`config.mk`:
```
export PLATFORM = sky130hd
export DESIGN_NAME = fetch_queue
export DESIGN_NICKNAME = d
export VERILOG_FILES = /design/src/rtl/cpu_pkg.sv /design/src/rtl/sync_fifo.sv /design/src/rtl/fetch_queue.sv
export SDC_FILE = /design/constraint.sdc
export NUM_CORES = 1
export LEC_CHECK = 0
export CAP_MARGIN = 10
export CORE_UTILIZATION = 50
export DETAILED_ROUTE_END_ITERATION = 12
export GPL_TIMING_DRIVEN = 0
export PLACE_DENSITY = 0.72
export RECOVER_POWER = 100
export SETUP_SLACK_MARGIN = 0.4
export SLEW_MARGIN = 15
export SYNTH_ARGS = -nofsm -noshare
export SYNTH_HDL_FRONTEND = slang
export SYNTH_HIERARCHICAL = 1
export SYNTH_SLANG_ARGS = --single-unit
```
`constraint.sdc`:
```
create_clock -name clock -period 6.35 [get_ports clock]
set_input_delay 1.27 -clock clock [delete_from_list [all_inputs] [get_ports clock]]
set_output_delay 1.27 -clock clock [all_outputs]
set_load 0.005 [all_outputs]
```
`src/rtl/cpu_pkg.sv`:
```
// Shared CPU definitions: datapath width, reset PC, the fetch-queue entry
// layout and the encoding decode sees during a bubble.
package cpu_pkg;

  localparam int XLEN = 32;
  localparam logic [XLEN-1:0] RESET_PC = 32'h0000_0000;
  localparam logic [XLEN-1:0] NOP = 32'h0000_0000;

  typedef struct packed {
    logic [XLEN-1:0] ir;
    logic [XLEN-1:0] pc4;
  } fetch_entry_t;

endpackage

```
`src/rtl/sync_fifo.sv`:
```
// Synchronous FIFO with flush and occupancy count. The head is read straight
// from storage, so a word pushed in one cycle is visible the next.
module sync_fifo #(
  parameter int WIDTH = 64,
  parameter int DEPTH = 4,
  localparam int AW = $clog2(DEPTH),
  localparam int CW = $clog2(DEPTH + 1)
) (
  input  logic             clock,
  input  logic             reset,
  input  logic             clear,
  input  logic             push,
  input  logic [WIDTH-1:0] push_data,
  input  logic             pop,
  output logic [WIDTH-1:0] head_data,
  output logic [CW-1:0]    count
);

  logic [WIDTH-1:0] mem_r [DEPTH];
  logic [AW-1:0]    rd_ptr_r;
  logic [AW-1:0]    wr_ptr_r;
  logic [CW-1:0]    count_r;
  logic             do_push_s;
  logic             do_pop_s;

  // Push/pop qualification; overflow and underflow are refused outright.
  always_comb begin
    do_push_s = push && !clear && (count_r != CW'(DEPTH));
    do_pop_s  = pop && !clear && (count_r != CW'(0));
  end

  // Pointer and occupancy update; pointers wrap naturally at DEPTH.
  always_ff @(posedge clock) begin
    if (reset || clear) begin
      rd_ptr_r <= AW'(0);
      wr_ptr_r <= AW'(0);
      count_r  <= CW'(0);
    end else begin
      if (do_push_s) wr_ptr_r <= wr_ptr_r + AW'(1);
      if (do_pop_s) rd_ptr_r <= rd_ptr_r + AW'(1);
      count_r <= count_r + CW'(do_push_s) - CW'(do_pop_s);
    end
  end

  // Entry storage.
  always_ff @(posedge clock) begin
    if (do_push_s) mem_r[wr_ptr_r] <= push_data;
  end

  assign head_data = mem_r[rd_ptr_r];
  assign count     = count_r;

endmodule

```
`src/rtl/fetch_queue.sv`:
```
// Instruction-fetch stage with a prefetch buffer: issues word fetches to a
// variable-latency memory and hands {ir, pc+4} to decode in program order.
module fetch_queue #(
  parameter int XLEN = cpu_pkg::XLEN,
  parameter int DEPTH = 4,
  parameter logic [XLEN-1:0] RESET_PC = cpu_pkg::RESET_PC,
  localparam int CW = $clog2(DEPTH + 1)
) (
  input  logic            clock,
  input  logic            reset,
  input  logic            redirect_valid,
  input  logic [XLEN-1:0] redirect_pc,
  output logic            imem_req_valid,
  input  logic            imem_req_ready,
  output logic [XLEN-1:0] imem_req_addr,
  input  logic            imem_rsp_valid,
  input  logic [XLEN-1:0] imem_rsp_data,
  output logic            out_valid,
  input  logic            out_ready,
  output logic [XLEN-1:0] out_ir,
  output logic [XLEN-1:0] out_pc4
);

  import cpu_pkg::*;

  localparam logic [CW:0] DEPTH_LIM = DEPTH[CW:0];

  logic [XLEN-1:0]   fetch_pc_r, fetch_pc_nxt_s;
  logic [XLEN-1:0]   rsp_pc_r, rsp_pc_nxt_s;
  logic [CW-1:0]     inflight_r, inflight_nxt_s;
  logic [CW-1:0]     drop_r, drop_nxt_s;
  logic [CW-1:0]     count_s;
  logic [2*XLEN-1:0] head_s;
  logic              req_valid_s, accept_s, stale_s, live_s;
  logic              push_s, pop_s, head_valid_s;

  // Issue gate (room for every live fetch, bounded outstanding) and handshakes.
  always_comb begin
    head_valid_s = (count_s != CW'(0));
    req_valid_s  = !reset && !redirect_valid
                   && (({1'b0, count_s} + {1'b0, inflight_r}) < DEPTH_LIM)
                   && (({1'b0, inflight_r} + {1'b0, drop_r}) < DEPTH_LIM);
    accept_s     = req_valid_s && imem_req_ready;
    stale_s      = imem_rsp_valid && (drop_r != CW'(0));
    live_s       = imem_rsp_valid && (drop_r == CW'(0));
    push_s       = live_s && !redirect_valid;
    pop_s        = head_valid_s && out_ready && !redirect_valid;
  end

  // rsp_pc tracks the PC of the next live response, so no tag queue is needed.
  always_comb begin
    fetch_pc_nxt_s = fetch_pc_r;
    rsp_pc_nxt_s   = rsp_pc_r;
    inflight_nxt_s = inflight_r;
    drop_nxt_s     = drop_r;
    if (redirect_valid) begin
      fetch_pc_nxt_s = {redirect_pc[XLEN-1:2], 2'b00};
      rsp_pc_nxt_s   = {redirect_pc[XLEN-1:2], 2'b00};
      inflight_nxt_s = CW'(0);
      drop_nxt_s     = drop_r + inflight_r - CW'(imem_rsp_valid);
    end else begin
      fetch_pc_nxt_s = accept_s ? fetch_pc_r + XLEN'(32'd4) : fetch_pc_r;
      rsp_pc_nxt_s   = push_s ? rsp_pc_r + XLEN'(32'd4) : rsp_pc_r;
      inflight_nxt_s = inflight_r + CW'(accept_s) - CW'(live_s);
      drop_nxt_s     = drop_r - CW'(stale_s);
    end
  end

  // State registers; reset outranks redirect.
  always_ff @(posedge clock) begin
    if (reset) begin
      fetch_pc_r <= RESET_PC;
      rsp_pc_r   <= RESET_PC;
      inflight_r <= CW'(0);
      drop_r     <= CW'(0);
    end else begin
      fetch_pc_r <= fetch_pc_nxt_s;
      rsp_pc_r   <= rsp_pc_nxt_s;
      inflight_r <= inflight_nxt_s;
      drop_r     <= drop_nxt_s;
    end
  end

  sync_fifo #(
    .WIDTH (2 * XLEN),
    .DEPTH (DEPTH)
  ) u_data_fifo (
    .clock     (clock),
    .reset     (reset),
    .clear     (redirect_valid),
    .push      (push_s),
    .push_data ({imem_rsp_data, rsp_pc_r + XLEN'(32'd4)}),
    .pop       (pop_s),
    .head_data (head_s),
    .count     (count_s)
  );

  // Bubbles present a NOP with a zero PC tag.
  assign out_valid      = head_valid_s;
  assign out_ir         = head_valid_s ? head_s[2*XLEN-1:XLEN] : XLEN'(NOP);
  assign out_pc4        = head_valid_s ? head_s[XLEN-1:0] : XLEN'(32'd0);
  assign imem_req_valid = req_valid_s;
  assign imem_req_addr  = fetch_pc_r;

endmodule

```
**Word-level counts from Yosys, hierarchy flattened**

Memory sizes are Yosys's and may differ from the RTL's. A register that Yosys moved wholly into a read port is not among the register bits.
Index checks and enable logic that the tools add are counted.

- Memories kept: 1
- Bits in writable memories: 256
- Flip-flop bits (word level): 77
- Input bits: 70
- Word-level logic and storage cells: 59

- $add $sub $neg: 13
- Eq/ne operators: 1
- Multiplexer cells: 11
- Order comparisons: 2
- Reduce and logical (&&, ||, !) cells: 22

Memories:

| name | words | width | rd ports | clocked after Yosys merged registers in | wr ports | RTL line | text |
|---|---|---|---|---|---|---|---|
| u_data_fifo.mem_r | 4 | 64 | 1 | 1 | 1 | sync_fifo.sv:19 | `logic [WIDTH-1:0] mem_r [DEPTH];` |

Operators with widths:

| kind | count |
|---|---|
| two-way mux 32 bit | 6 |
| adder 32 x 3 -> 32 bit (second input constant) | 2 |
| logical AND 1 bit | 13 |
| subtractor 3 x 1 -> 3 bit | 4 |
| adder 3 x 3 -> 4 bit | 2 |
| < comparator 4 x 3 -> 1 bit (second input constant) | 2 |
| adder 3 x 1 -> 3 bit | 2 |
| nonzero test 3 bit | 2 |
| adder 2 x 1 -> 2 bit (second input constant) | 2 |
| two-way mux 2 bit | 2 |
| nonzero test 2 bit | 2 |
| adder 3 bit | 1 |
| logical NOT 3 bit | 1 |
| two-way mux 3 bit | 1 |
| inequality test 3 bit (second input constant) | 1 |
| logical NOT 1 bit | 2 |
| two-way mux 1 bit | 2 |
| OR reduction 2 bit | 1 |
| logical OR 1 bit | 1 |

**Depth between registers and ports, before layout**

- Depth in word-level cells: 7
- Gate-level depth with buffers: 15
- Depth with buffers taken out: 13

**By module**

The synthesis kept the hierarchy.

Modules (own cells, without submodules):

| module | times used | seq. area each (um^2) | area each (um^2) | cells an instance |
|---|---|---|---|---|
| sync_fifo | 1 | 7867.5 | 9728.1 | 384 |
| fetch_queue | 1 | 1321.3 | 4743.3 | 610 |

**Worst setup path after synthesis**

Ideal clock, no wire load.

- Path type: in2reg
- Start point: in imem_rsp_valid
- End point: mem u_data_fifo.mem_r[0][0] (enable)
- Stages on the path: 7
- Path buffers: 2
- Slack: 1.942 ns
- Arrival time: 3.980 ns
- Required time: 5.921 ns
- Path through: or4b_1 > clkbuf_1 > clkbuf_1 > nor2_1 > nand2b_1 > a21oi_2 > and2_1

- Cells in the longest elaborated chain, start to end: 6

Ends and longest elaborated chain:

| what | RTL line | text |
|---|---|---|
| start, declared | fetch_queue.sv:16 | `input logic imem_rsp_valid,` |
| logical AND 1 bit | fetch_queue.sv:45 | `live_s = imem_rsp_valid && (drop_r == CW'(0));` |
| logical AND 1 bit | fetch_queue.sv:46 | `push_s = live_s && !redirect_valid;` |
| via push_s | fetch_queue.sv:35 | `logic push_s, pop_s, head_valid_s;` |
| logical AND 1 bit (2 in a row) | sync_fifo.sv:28 | `do_push_s = push && !clear && (count_r != CW'(DEPTH));` |
| two-way mux 1 bit | sync_fifo.sv:47 | `if (do_push_s) mem_r[wr_ptr_r] <= push_data;` |
| two-way mux 1 bit (implied by the code) | sync_fifo.sv:47 |  |
| end, declared | sync_fifo.sv:19 |  |

The timed path passes the listed nets, and every way through them passes these cells.

**Worst setup path in the final report**

- Start point: in redirect_valid
- End point: mem u_data_fifo.mem_r[3][48] (enable)

- Cells in the longest elaborated chain, start to end: 6

Ends and longest elaborated chain:

| what | RTL line | text |
|---|---|---|
| start, declared | fetch_queue.sv:11 | `input logic redirect_valid,` |
| logical NOT 1 bit | fetch_queue.sv:46 |  |
| logical AND 1 bit | fetch_queue.sv:46 |  |
| via push_s | fetch_queue.sv:35 |  |
| logical AND 1 bit (2 in a row) | sync_fifo.sv:28 |  |
| two-way mux 1 bit | sync_fifo.sv:47 |  |
| two-way mux 1 bit (implied by the code) | sync_fifo.sv:47 |  |

The timed path passes the listed nets, and every way through them passes these cells.

==> results.toml <==
[final_layout]
drive_above_1_share = 0.110
area_growth_syn_to_layout_pct = 22.6
fin_cells = 1615
fillers = 2091
layout.nets = 1299

[synthesis]
synth.distinct_cells = 66
ys_ff_latch = 331
syn_area_per_cell_sq_um = 14.6
synth_top_area_frac = 0.531
async_flop_share = 0
syn_area_sq_um = 14500
synthTopCellsByArea = "edfxtp_1 53%, dfxtp_1 10%, mux4_2 10%, and2_1 3.2%, xnor2_1 2.5%"
yosysSeqAreaShare = 0.635
synth_edf_count = 256
synthFlopType = "edfxtp_1"
yosys.area.top_type = "edfxtp_1"
synth_warnings = 6
syn_inst = 994

[detailed_routing]
drt_drc_violations_left = 0
drt_pass1_iterations = 8
drt_iter0_drc = 832
ant_nets = 0
vias = 9090
wl_um = 31600
avgRoutedWirePerCell_um = 19.5
via_per_inst = 5.63

[floorplan]
core-area_sq_um = 28200
fp-row-count = 61
pin_count = 168
die_area_sq_um = 29600
die_h_um = 172
die_w_um = 172
start_util = 0.514

[clocking]
cts_resized = 0
clk_pin_slew_ns = 0.06
clock_sinks = 331
cts_hold_buf = 0
clockBufferDepth = 3
clk_latency_ns = 0.51
root_buffer = "clkbuf_16"
post_cts_buffers = 0
cts_tree = "built"
numCtsBuffers = 35
htreeDepth = 2

[pwr]
p_leak_uw = 0.00596
power_density_nw_per_um2 = 274
ir_worst_vdd_uv = 152

[timing]
worst_pin_slew_ns = 1.56
setup_viol = 0
tns_ns = 0
post-route-min-period_ns = 5.23
drv_slew = 29
max_freq_mhz = 191
hold_violations = 0
rsz0062_at_grt = "no"
max_slew_margin = -0.0379
finClkSkew_ns = 0.0162
post-route-period-util = 0.824
timing.final.ws_setup_ns = 1.12

[flow_run]
cap_violations = 1

[placed_design]
dp_hpwl_um = 21500
gp_congestion = 0.911
placed_cells = 1548
dp_slack_ns = 1.14
port_buffers = 163

[critical_path]
path_class = "input port to flip-flop"
end_kind = "flip-flop"
cp_max_fo = 36
reg2reg_depth = 8
cp.arrival_ns = 5.42
r2r_start = "drop_r[1]$_SDFF_PP0_"
critPathLaunch = "redirect_valid"
critPathRequiredTime_ns = 6.54
start_kind = "input port"

[worst_hold_path]
hold_path_startpoint = "u_data_fifo/wr_ptr_r[0]$_SDFFE_PP0P_"
min_path_type = "flip-flop to flip-flop"
holdPathStages = 2

[global_route]
grt_max_degree = 42
grt_usage = 0.218
antenna_found_initial = 3
grt_pass1_wl_um = 49100
grt_overflow_total = 0
grt_pass1_vias = 9102

[status]
run_status = "finished with violations"
failed_checks = "capacitance limit, slew limit"
-- flip-flops by register name (all words and copies together) (netlist names), named ones only --
signal and count:
drop_r 3, rsp_pc_r 30, u_data_fifo/wr_ptr_r 2, u_data_fifo/mem_r 256, u_data_fifo/rd_ptr_r 2, u_data_fifo/count 3
inflight_r 3, imem_req_addr 30
-- synthesized netlist by cell type, drive strengths merged, types with 9 or more instances --
cell type	instances
nor3	24
nand4	22
dfxtp	75
xnor2	42
nor2	46
mux4	64
nor4	10
and3	9
clkbuf	35
a21oi	21
nand3	24
nand2	55
or3	11
a31oi	18
ha	19
a211oi	15
and2	75
buf	20
xor2	25
edfxtp	256
inv	30
a21boi	16
-- through the flow --
stage,util,power (uW),hold slack [ns],cell area [sq um]
final,0.630,4860,0.508,17700
after global routing,0.630,5030,0.538,17700
after CTS,0.634,4920,0.487,17900
after detailed placement,0.593,2900,0.472,16700
after global placement,0.590,2890,0.471,16600
after floorplan,-,2710,0.450,14500
-- path summary, 6_finish.rpt --
kind,endpoint,slack [ns]
max,u_data_fifo/mem_r[3][48]$_DFFE_PP_,1.12
min,u_data_fifo/wr_ptr_r[0]$_SDFFE_PP0P_,0.51
max reg2reg,u_data_fifo/mem_r[3][48]$_DFFE_PP_,2.34
min reg2reg,u_data_fifo/wr_ptr_r[0]$_SDFFE_PP0P_,0.51
-- layout make-up --
type                       instances  area [sq um]  area share
sequential                       331          9190       0.518
timing repair buffer             167          1680      0.0948
clock inverter                    18           210      0.0118
tap                              378           473      0.0267
multi-input combinational        587          4860       0.274
antenna                            3          7.51    0.000423
buffer                            55           272      0.0153
inverter                          30           113     0.00635
clock buffer                      46           938      0.0529
-- cell families (layout without fill, tap and decap cells) --
family | count (synthesis) | after routing | synth area share
AOI/OAI and AO/OA | 109 | 109 | 0.0530
xor gates and xnor gates | 67 | 67 | 0.0405
adders and majority gates | 22 | 22 | 0.0206
buffers and inverters | 85 | 316 | 0.0276
DFF | 331 | 331 | 0.635
muxes | 72 | 72 | 0.105
other | 1 | 13 | 0.000259
and+or+nand+nor | 307 | 307 | 0.118
-- placed cells by master (no fill, tap or decap), types with 36 or more instances in the layout --
master	Yosys	layout
mux4_2	64	64
dfxtp_1	75	75
clkbuf_1	33	51
xnor2_1	42	42
clkdlybuf4s50_1	0	65
nor2_1	46	46
nand2_1	55	55
edfxtp_1	256	256
dlygate4sd3_1	0	98
and2_1	75	39
clkbuf_16	0	36
-- worst max-delay path, stage by stage --
cell	delay (ns)
dlygate4sd3_1	0.77
clkbuf_1	0.33
clkbuf_1	0.32
clkbuf_1	0.34
nor2_1	0.17
nand2b_1	0.06
a21oi_1	0.52
and2_1	1.26
buf_12	0.34
-- power by group --
| group | switching, uW | internal (uW) |
|---|---|---|
| clock network | 816 | 1210 |
| logic | 199 | 177 |
| registers | 56.3 | 2400 |
-- per-layer routing --
layer  share of wire  up-vias  track usage  wire [um]
met3           0.065       66       0.0417       2050
met4           0.027        0       0.0681        848
met2            0.46      336        0.349      14600
li1                -     4224            -          -
met1            0.45     4464        0.301      14100
met5               0        -            0          0
No activity file was read; power rests on OpenSTA's default activity.
